--- config.mk ---
export PLATFORM = sky130hd
export DESIGN_NAME = delivery_tracker_flat
export DESIGN_NICKNAME = d
export VERILOG_FILES = /design/src/rtl/delivery_tracker_if.sv /design/src/rtl/delivery_tracker.sv /design/src/flat_wrapper.sv
export SDC_FILE = /design/constraint.sdc
export NUM_CORES = 1
export LEC_CHECK = 0
export ABC_AREA = 1
export BUFFER_PORTS_ARGS = -buffer_cell sky130_fd_sc_hd__buf_4
export CORE_MARGIN = 3
export CORE_UTILIZATION = 35
export CTS_BUF_LIST = sky130_fd_sc_hd__clkbuf_8
export CTS_CLUSTER_SIZE = 10
export DETAILED_ROUTE_END_ITERATION = 7
export SLEW_MARGIN = 5
export SYNTH_ARGS = -nofsm -noshare
export SYNTH_HDL_FRONTEND = slang
export SYNTH_SLANG_ARGS = --single-unit
--- constraint.sdc ---
create_clock -name clk -period 4.45 [get_ports clk]
set_clock_uncertainty 0.05 [all_clocks]
set_input_delay 0.2225 -clock clk [delete_from_list [all_inputs] [get_ports clk]]
set_output_delay 0.2225 -clock clk [all_outputs]
set_load 0.02 [all_outputs]
--- src/rtl/delivery_tracker_if.sv ---
// Ball/outcome strobes in, batting-team status and per-team view totals out.
// The master drives the strobes; the slave (tracker) drives the status.
interface delivery_tracker_if #(
   parameter int unsigned N_TEAMS = 2,
   parameter int unsigned CW      = 9
);
   localparam int unsigned TW = (N_TEAMS > 1) ? $clog2(N_TEAMS) : 1;

   logic          ball_pulse;
   logic [3:0]    delivery_code;
   logic          wicket_pulse;
   logic          next_inning;
   logic          game_over_in;
   logic [TW-1:0] view_team;
   logic [TW-1:0] cur_team;
   logic [CW-1:0] legal_balls;
   logic [5:0]    over_num;
   logic [3:0]    ball_in_over;
   logic          free_hit;
   logic          inning_over;
   logic          game_done;
   logic [CW-1:0] view_balls;
   logic [7:0]    view_extras;
   logic [3:0]    view_wkts;

   modport master (
      output ball_pulse, delivery_code, wicket_pulse, next_inning, game_over_in, view_team,
      input  cur_team, legal_balls, over_num, ball_in_over, free_hit, inning_over, game_done,
             view_balls, view_extras, view_wkts
   );

   modport slave (
      input  ball_pulse, delivery_code, wicket_pulse, next_inning, game_over_in, view_team,
      output cur_team, legal_balls, over_num, ball_in_over, free_hit, inning_over, game_done,
             view_balls, view_extras, view_wkts
   );
endinterface

--- src/rtl/delivery_tracker.sv ---
// Counts legal balls, overs, extras and wickets for each innings in turn, tracks free hits,
// and sequences PLAY / BREAK / DONE across N_TEAMS innings.
module delivery_tracker #(
   parameter int unsigned N_TEAMS        = 2,
   parameter int unsigned BALLS_PER_OVER = 6,
   parameter int unsigned MAX_OVERS      = 20,
   parameter int unsigned MAX_WKTS       = 10,
   parameter int unsigned CW             = 9,
   parameter int unsigned WIDE_CODE      = 7,
   parameter int unsigned NOBALL_CODE    = 5
) (
   input logic               clk,
   input logic               rst,
   delivery_tracker_if.slave bus
);
   localparam int unsigned   TW       = (N_TEAMS > 1) ? $clog2(N_TEAMS) : 1;
   localparam logic [TW-1:0] LastTeam = TW'(N_TEAMS - 1);

   typedef enum logic [1:0] {StPlay, StBreak, StDone} state_e;
   state_e state_q, state_d;

   logic [TW-1:0] team_q;
   logic [5:0]    over_q, over_d;
   logic [3:0]    bio_q, bio_d;
   logic          fh_q, fh_d;
   logic [CW-1:0] balls_q  [N_TEAMS];
   logic [7:0]    extras_q [N_TEAMS];
   logic [3:0]    wkts_q   [N_TEAMS];
   logic [CW-1:0] balls_d;
   logic [7:0]    extras_d;
   logic [3:0]    wkts_d;
   logic          is_extra, deliver, start_inning, innings_end;

   assign is_extra     = (bus.delivery_code == 4'(WIDE_CODE)) ||
                         (bus.delivery_code == 4'(NOBALL_CODE));
   // game_over_in wins over a same-cycle delivery or innings change
   assign deliver      = (state_q == StPlay) && bus.ball_pulse && !bus.game_over_in;
   assign start_inning = (state_q == StBreak) && bus.next_inning && !bus.game_over_in;

   always_comb begin
      over_d   = over_q;
      bio_d    = bio_q;
      fh_d     = fh_q;
      balls_d  = balls_q[team_q];
      extras_d = extras_q[team_q];
      wkts_d   = wkts_q[team_q];
      if (deliver) begin
         if (is_extra) begin
            if (extras_d != 8'hff) extras_d = extras_d + 8'd1;
            if (bus.delivery_code == 4'(NOBALL_CODE)) fh_d = 1'b1;
         end else begin
            balls_d = balls_d + CW'(1);
            fh_d    = 1'b0;
            if (bus.wicket_pulse && !fh_q) wkts_d = wkts_d + 4'd1;
            if (bio_q == 4'(BALLS_PER_OVER - 1)) begin
               bio_d  = 4'd0;
               over_d = over_q + 6'd1;
            end else begin
               bio_d = bio_q + 4'd1;
            end
         end
      end
   end

   assign innings_end = deliver && ((over_d == 6'(MAX_OVERS)) || (wkts_d == 4'(MAX_WKTS)));

   always_ff @(posedge clk) begin
      if (!rst) state_q <= StPlay;
      else      state_q <= state_d;
   end

   always_comb begin
      state_d = state_q;
      unique case (state_q)
         StPlay: begin
            if (bus.game_over_in)  state_d = StDone;
            else if (innings_end)  state_d = (team_q == LastTeam) ? StDone : StBreak;
         end
         StBreak: begin
            if (bus.game_over_in)     state_d = StDone;
            else if (bus.next_inning) state_d = StPlay;
         end
         StDone:  state_d = StDone;
         default: state_d = StPlay;
      endcase
   end

   always_comb begin
      bus.inning_over = (state_q != StPlay);
      bus.game_done   = (state_q == StDone);
   end

   always_ff @(posedge clk) begin
      if (!rst) begin
         team_q <= '0;
         over_q <= '0;
         bio_q  <= '0;
         fh_q   <= 1'b0;
         for (int unsigned i = 0; i < N_TEAMS; i++) begin
            balls_q[i]  <= '0;
            extras_q[i] <= '0;
            wkts_q[i]   <= '0;
         end
      end else if (start_inning) begin
         team_q <= team_q + TW'(1);
         over_q <= '0;
         bio_q  <= '0;
         fh_q   <= 1'b0;
      end else if (deliver) begin
         over_q           <= over_d;
         bio_q            <= bio_d;
         fh_q             <= fh_d;
         balls_q[team_q]  <= balls_d;
         extras_q[team_q] <= extras_d;
         wkts_q[team_q]   <= wkts_d;
      end
   end

   assign bus.cur_team     = team_q;
   assign bus.legal_balls  = balls_q[team_q];
   assign bus.over_num     = over_q;
   assign bus.ball_in_over = bio_q;
   assign bus.free_hit     = fh_q;

   always_comb begin
      bus.view_balls  = '0;
      bus.view_extras = '0;
      bus.view_wkts   = '0;
      if (32'(bus.view_team) < N_TEAMS) begin
         bus.view_balls  = balls_q[bus.view_team];
         bus.view_extras = extras_q[bus.view_team];
         bus.view_wkts   = wkts_q[bus.view_team];
      end
   end
endmodule
--- src/flat_wrapper.sv ---
// flat-port wrapper written by rule: the top's interface ports become plain ports
module delivery_tracker_flat 
#(
   parameter int unsigned N_TEAMS        = 2,
   parameter int unsigned BALLS_PER_OVER = 6,
   parameter int unsigned MAX_OVERS      = 20,
   parameter int unsigned MAX_WKTS       = 10,
   parameter int unsigned CW             = 9,
   parameter int unsigned WIDE_CODE      = 7,
   parameter int unsigned NOBALL_CODE    = 5
)
  (clk, rst, bus_ball_pulse, bus_delivery_code, bus_wicket_pulse, bus_next_inning, bus_game_over_in, bus_view_team, bus_cur_team, bus_legal_balls, bus_over_num, bus_ball_in_over, bus_free_hit, bus_inning_over, bus_game_done, bus_view_balls, bus_view_extras, bus_view_wkts);
  delivery_tracker_if #(.N_TEAMS(N_TEAMS), .CW(CW)) bus_i ();
  input logic clk;
  input logic rst;
  input wire logic [$bits(bus_i.ball_pulse)-1:0] bus_ball_pulse;
  input wire logic [$bits(bus_i.delivery_code)-1:0] bus_delivery_code;
  input wire logic [$bits(bus_i.wicket_pulse)-1:0] bus_wicket_pulse;
  input wire logic [$bits(bus_i.next_inning)-1:0] bus_next_inning;
  input wire logic [$bits(bus_i.game_over_in)-1:0] bus_game_over_in;
  input wire logic [$bits(bus_i.view_team)-1:0] bus_view_team;
  output wire logic [$bits(bus_i.cur_team)-1:0] bus_cur_team;
  output wire logic [$bits(bus_i.legal_balls)-1:0] bus_legal_balls;
  output wire logic [$bits(bus_i.over_num)-1:0] bus_over_num;
  output wire logic [$bits(bus_i.ball_in_over)-1:0] bus_ball_in_over;
  output wire logic [$bits(bus_i.free_hit)-1:0] bus_free_hit;
  output wire logic [$bits(bus_i.inning_over)-1:0] bus_inning_over;
  output wire logic [$bits(bus_i.game_done)-1:0] bus_game_done;
  output wire logic [$bits(bus_i.view_balls)-1:0] bus_view_balls;
  output wire logic [$bits(bus_i.view_extras)-1:0] bus_view_extras;
  output wire logic [$bits(bus_i.view_wkts)-1:0] bus_view_wkts;
  assign bus_i.ball_pulse = bus_ball_pulse;
  assign bus_i.delivery_code = bus_delivery_code;
  assign bus_i.wicket_pulse = bus_wicket_pulse;
  assign bus_i.next_inning = bus_next_inning;
  assign bus_i.game_over_in = bus_game_over_in;
  assign bus_i.view_team = bus_view_team;
  assign bus_cur_team = bus_i.cur_team;
  assign bus_legal_balls = bus_i.legal_balls;
  assign bus_over_num = bus_i.over_num;
  assign bus_ball_in_over = bus_i.ball_in_over;
  assign bus_free_hit = bus_i.free_hit;
  assign bus_inning_over = bus_i.inning_over;
  assign bus_game_done = bus_i.game_done;
  assign bus_view_balls = bus_i.view_balls;
  assign bus_view_extras = bus_i.view_extras;
  assign bus_view_wkts = bus_i.view_wkts;
  delivery_tracker #(.N_TEAMS(N_TEAMS), .BALLS_PER_OVER(BALLS_PER_OVER), .MAX_OVERS(MAX_OVERS), .MAX_WKTS(MAX_WKTS), .CW(CW), .WIDE_CODE(WIDE_CODE), .NOBALL_CODE(NOBALL_CODE)) u_core (.clk(clk), .rst(rst), .bus(bus_i));
endmodule
==> results of run 1 <==
cells in the final DEF, fill, tap and decap left out, types with 5 or more instances in the layout:
| master | synthesis | routed |
|---|---|---|
| a21oi_1 | 9 | 9 |
| mux2_2 | 5 | 5 |
| edfxtp_1 | 42 | 42 |
| or2_1 | 6 | 6 |
| clkbuf_8 | 0 | 9 |
| nand4_1 | 5 | 5 |
| o21ai_1 | 9 | 9 |
| buf_4 | 1 | 55 |
| o21ai_0 | 24 | 24 |
| nand3_1 | 9 | 9 |
| inv_1 | 65 | 68 |
| xor2_1 | 12 | 12 |
| o21ai_2 | 9 | 9 |
| nor2_1 | 58 | 58 |
| nand2_1 | 75 | 75 |
| nor3_1 | 6 | 6 |
| nor2_2 | 5 | 5 |
| dfxtp_1 | 15 | 15 |
flip-flops by register name, indices dropped and copies added, names as in the netlist, named ones only:
signal                   count
u_core.bus.ball_in_over      4
u_core.bus.cur_team          1
u_core.extras_q             16
u_core.state_q               2
u_core.bus.over_num          6
u_core.wkts_q                8
u_core.balls_q              18
u_core.bus.free_hit          1
critical path: stages (launching register included):
cell,delay [ns]
dfxtp_1,0.73
inv_4,0.18
or2_2,0.32
o21ai_0,0.14
inv_1,0.08
ha_1,0.21
nor3b_2,0.17
nand2_1,0.13
nor3_2,0.06
nor2_2,0.20
nand2_1,0.09
xor2_1,0.15
inv_1,0.08
nor2_1,0.04
synthesized netlist by cell type, drive strengths merged:
cell    number
or2         11
ha           4
nand3b       4
xnor2        3
xor2        13
o21ai       42
clkinv       1
clkbuf       7
dfxtp       15
mux2i        1
nor3b        1
and3         1
edfxtp      42
nand3       11
inv         69
a21oi        9
o31ai        1
nand2       77
nor4         1
a31oi        1
nor3         8
buf          6
mux2         5
nand4        6
o32ai        1
o21bai       2
nor2        66
metal layers:
layer	vias up	wire length, um
li1	1413	-
met1	1231	3600
met2	70	3470
met3	4	396
met4	0	40
met5	-	0
worst max-delay path by stage:
stage	startpoint	to	slack [ns]	cells after the start
6_report	register	u_core.extras_q[1][3]	1.52	13
5_1_grt	register	u_core.extras_q[0][2]	1.19	13
4_1_cts	register	u_core.extras_q[1][3]	1.47	13
3_5_place_dp	register	u_core.extras_q[1][3]	1.48	13
3_3_place_gp	register	u_core.extras_q[0][3]	1.58	13
2_1_floorplan	register	u_core.extras_q[0][3]	2.20	14
power groups by stage:
stage / combinational [mW] / clock, mW / sequential, mW
floorplan: 0.110 / 0 / 0.610
global placement: 0.167 / 0 / 0.612
detailed placement: 0.169 / 0 / 0.612
CTS: 0.170 / 0.461 / 0.601
global route: 0.185 / 0.489 / 0.603
finish: 0.167 / 0.448 / 0.601
cells by family after synthesis:
logic type | share of synthesized area [%]
AND/OR/NAND/NOR | 26.8
buffers and inverters | 10.4
flip-flops | 45.6
AO/OA/AOI/OAI | 9.53
XOR/XNOR | 4.31
multiplexers | 1.94
adder cells (fa/ha/maj) | 1.46
final cells by class:
class	instances	area share, %
Multi-Input combinational cell	268	36.9
Clock inverter	7	1.35
Sequential cell	57	38.2
Tap cell	129	3.95
Inverter	70	6.49
Timing Repair Buffer	55	10.1
Clock buffer	9	3.03
through the flow:
step / instances / setup WS [ns] / utilization (%) / instance area, um^2 / power (mW)
global placement: 579 / 1.58 / 41.7 / 3910 / 0.779
floorplan: 408 / 2.20 / - / 3430 / 0.721
detailed placement: 579 / 1.48 / 41.7 / 3910 / 0.781
global route: 595 / 1.19 / 43.6 / 4090 / 1.28
CTS: 595 / 1.47 / 43.6 / 4090 / 1.23
finish: 595 / 1.52 / 43.6 / 4090 / 1.22
==> results.cfg, run 1 <==
[floorplan]
rows = 35
die_height_um = 105
die_area_um2 = 11000
initial_core_util_pct = 36.6
die_x_um = 105
pin_count = 55
core_area_um2 = 9370

[global_route]
grt_pass1_wl_um = 12600
overflow = 0
antenna_found_initial = 0
met3_usage_pct = 4.39
grt_max_degree = 38
met2_usage_pct = 22.1
grt_pass1_vias = 2657
grt_busiest_layer = met2
grt.total_usage_pct = 14.2
gr-usage-met1_pct = 19.4

[place]
hpwl_um = 5210
routabilityCongestion = 0.797
io_buffers = 54

[critical_path]
regToRegEndpoint = u_core.extras_q[1][3]
path_max_fanout = 15
startpoint_type = register
cp.required_ns = 4.45
r2r_cells = 13
reg2reg_setup_slack_ns = 1.52
crit_type = reg -> reg
critPathArrivalTime_ns = 2.94
critPathCaptureType = register

[synthesis]
ys_seq_area_share_pct = 45.6
yosys_warnings = 0
synth.avg_cell_area_um2 = 8.40
yosysTopAreaCell = edfxtp_1
ys_ff_latch = 57
synth_fp_nets = 423
ys_types = 47
synth_cells = 408
synthTopCellsByArea = edfxtp_1 37%, dfxtp_1 8.8%, nand2_1 8.2%, inv_1 7.1%, nor2_1 6.4%
synth_top_area_share_pct = 36.8
syn_area_um2 = 3430

[timing]
tightestPinTransition_ns = 1.04
fin_hold_ws_ns = 0.159
finalCriticalPeriod_ns = 2.93
setup_tns_ns = 0
timing.fmax_ghz = 0.341
relSlewSlack_pct = 30.7
drv_slew = 0
hold_viol_final = 0
rsz0062_at_grt = no
setup_viol = 0
min_period_over_period_pct = 65.9

[route]
drt_pass1_iterations = 4
routed_wl_um = 7510
vias = 2718
ant_nets = 0
wire_per_inst_um = 12.6
drc = 0
drt_iter0_markers = 111
post_drt_via_cell_ratio = 4.57

[cts]
cts_made_buffers = 9
ctsHoldBuffers = 0
cts_tree = done
postCtsSetupBuffers = 0
cts.htree.levels = 3
clkTransAtPathRegs_ns = 0.06
clk_latency_ns = 0.33
clock-sinks = 57
root_buffer = clkbuf_8
cts.repair.resized = 0
clockBufferDepth = 2

[power]
p_leak_nw = 1.80
pwr-share-comb_pct = 13.8
p_clk_share_pct = 36.8
power_density_nw_per_um2 = 298
ir_worst_vdd_mv = 0.186
seq_power_share_pct = 49.4
switchingPower_mw = 0.318
p_int_mw = 0.899
power_switching_share_pct = 26.1

[cells_and_area]
drive_above_1_share_pct = 23.2
diodes = 0
multi_input_area_um2 = 1510
final_nets = 476
nFillCells = 996
area_growth_pct = 19.3
regArea_um2 = 1560

[min_path]
hold_depth = 4
hp-start = bus_next_inning
hold_end = u_core.state_q[0]
hp-class = in -> reg

[run]
drv_cap = 0

[status]
status = complete, no violations
Note: power is estimated with default switching activity, not from simulation.
==> run 2: changes to the inputs <==
==> constraint.sdc (replaced) <==
create_clock -name clk -period 2.85 [get_ports clk]
set_clock_uncertainty 0.05 [all_clocks]
set_input_delay 0.1425 -clock clk [delete_from_list [all_inputs] [get_ports clk]]
set_output_delay 0.1425 -clock clk [all_outputs]
set_load 0.02 [all_outputs]
==> results.cfg, run 2 (synthesis gave the netlist of run 1 again) <==
[place]
io_buffers = 54
hpwl_um = 5070
routabilityCongestion = 0.818
pre_cts_ws_ns = 0.427
post_dp_cell_area_um2 = 3940
place_inst = 583

[cts]
cts.htree.levels = 3
clock-sinks = 57
clockBufferDepth = 2
cts.repair.resized = 0
clkTransAtPathRegs_ns = 0.07
cts_made_buffers = 9
postCtsSetupBuffers = 0
ctsHoldBuffers = 0
clk_latency_ns = 0.33
cts_tree = done
root_buffer = clkbuf_8

[timing]
setup_tns_ns = 0
min_period_over_period_pct = 86.5
relSlewSlack_pct = 73.8
hold_viol_final = 0
timing.fmax_ghz = 0.406
rsz0062_at_grt = no
drv_slew = 0
setup_ws_ns = 0.386
finalCriticalPeriod_ns = 2.46
setup_viol = 0
fin_hold_ws_ns = 0.0667
tightestPinTransition_ns = 0.390

[critical_path]
critPathCaptureType = register
cp.buffers_inverters = 3
reg2reg_setup_slack_ns = 0.39
startpoint_type = register
critPathArrivalTime_ns = 2.50
cp_slowest_stage_delay_ns = 0.35
slowest_stage = o21ai_0
cp.required_ns = 2.88
crit_type = reg -> reg
regToRegEndpoint = u_core.extras_q[0][3]
path_max_fanout = 27
cp_top_family = simple AND/OR/NAND/NOR gates
r2r_cells = 12
worstPathCellList = buf_4 -> o21ai_0 -> inv_1 -> ha_1 -> nor3b_2 -> nand2_1 -> nor3_2 -> nor2_2 -> nand2_1 -> xor2_1 -> inv_1 -> nor2_1

[floorplan]
die_height_um = 105
die_area_um2 = 11000
initial_core_util_pct = 36.6
core_area_um2 = 9370
pin_count = 55
die_x_um = 105
rows = 35

[global_route]
grt.total_usage_pct = 14.2
grt_max_degree = 38
antenna_found_initial = 0
overflow = 0
grt_pass1_wl_um = 12400
grt_pass1_vias = 2648

[cells_and_area]
fin_cells = 599
final_nets = 480
post-route-util_pct = 44.3
largest_reg_flops = 18
final_cell_mix = 75 x nand2_1, 66 x inv_1, 59 x buf_4
nFillCells = 975
area_growth_pct = 21.1
diodes = 0
largest-register = u_core.balls_q
reg.largest.list = u_core.balls_q x18, u_core.extras_q x16, u_core.wkts_q x8
final_common_cell = nand2_1
multi_input_area_um2 = 1510
regArea_um2 = 1560
drive_above_1_share_pct = 24.5
fin_area_um2 = 4150

[route]
wire_per_inst_um = 12.2
drc = 0
drt_pass1_iterations = 5
post_drt_via_cell_ratio = 4.56
routed_wl_um = 7320
ant_nets = 0
vias = 2733
drt_iter0_markers = 93

[power]
p_leak_nw = 1.82
ir_worst_vdd_mv = 0.319
power_mw = 2.01
power_density_nw_per_um2 = 485

[status]
status = complete, no violations

[min_path]
hold_end = u_core.state_q[0]
hp-class = in -> reg
hold_depth = 4
hp-start = bus_next_inning

[run]
drv_cap = 0
[run 2: changes by cell type in the layout (fill, tap and decap cells not counted), sizes merged]
cell      change
inv           -2
buf           +4
clkinvlp      +1
bufinv        +1
[run 2: where the power goes]
part | internal (mW) | switching [mW]
Sequential | 0.921 | 0.0146
Clock | 0.484 | 0.328
Combinational | 0.0958 | 0.168
[run 2: routing by layer]
metal / track usage, % / part of all wire (%) / vias up
li1: - / - / 1421
met1: 18.7 / 47 / 1228
met2: 22.6 / 46 / 80
met3: 4.45 / 6.7 / 4
met4: 3.56 / 0.94 / 0
met5: 0 / 0 / -
[run 2: how the worst max path moves through the flow]
stage | endpoint | slack, ns | cells after the start
2_1_floorplan | u_core.extras_q[0][3] | 0.60 | 14
3_3_place_gp | u_core.extras_q[1][3] | 0.51 | 12
3_5_place_dp | u_core.extras_q[0][3] | 0.43 | 12
4_1_cts | u_core.extras_q[0][3] | 0.39 | 12
5_1_grt | u_core.extras_q[0][3] | 0.18 | 12
6_report | u_core.extras_q[0][3] | 0.39 | 12
[run 2: worst register-to-register path: cells and delay by family, from the launching register on]
kind                     cells  cell delay [ns]
XOR/XNOR                     1             0.15
buffers and inverters        3             0.42
AO/OA/AOI/OAI                1             0.35
adder cells (fa/ha/maj)      1             0.21
flip-flops                   1             0.33
AND/OR/NAND/NOR              6             0.70
[run 2: area by class of cell]
type / instances / area share, %
clock buffer: 9 / 2.99
clock inverter: 7 / 2.08
inverter: 70 / 6.39
multi-input combinational: 268 / 36.3
sequential: 57 / 37.6
tap: 129 / 3.89
timing repair buffer: 59 / 10.7
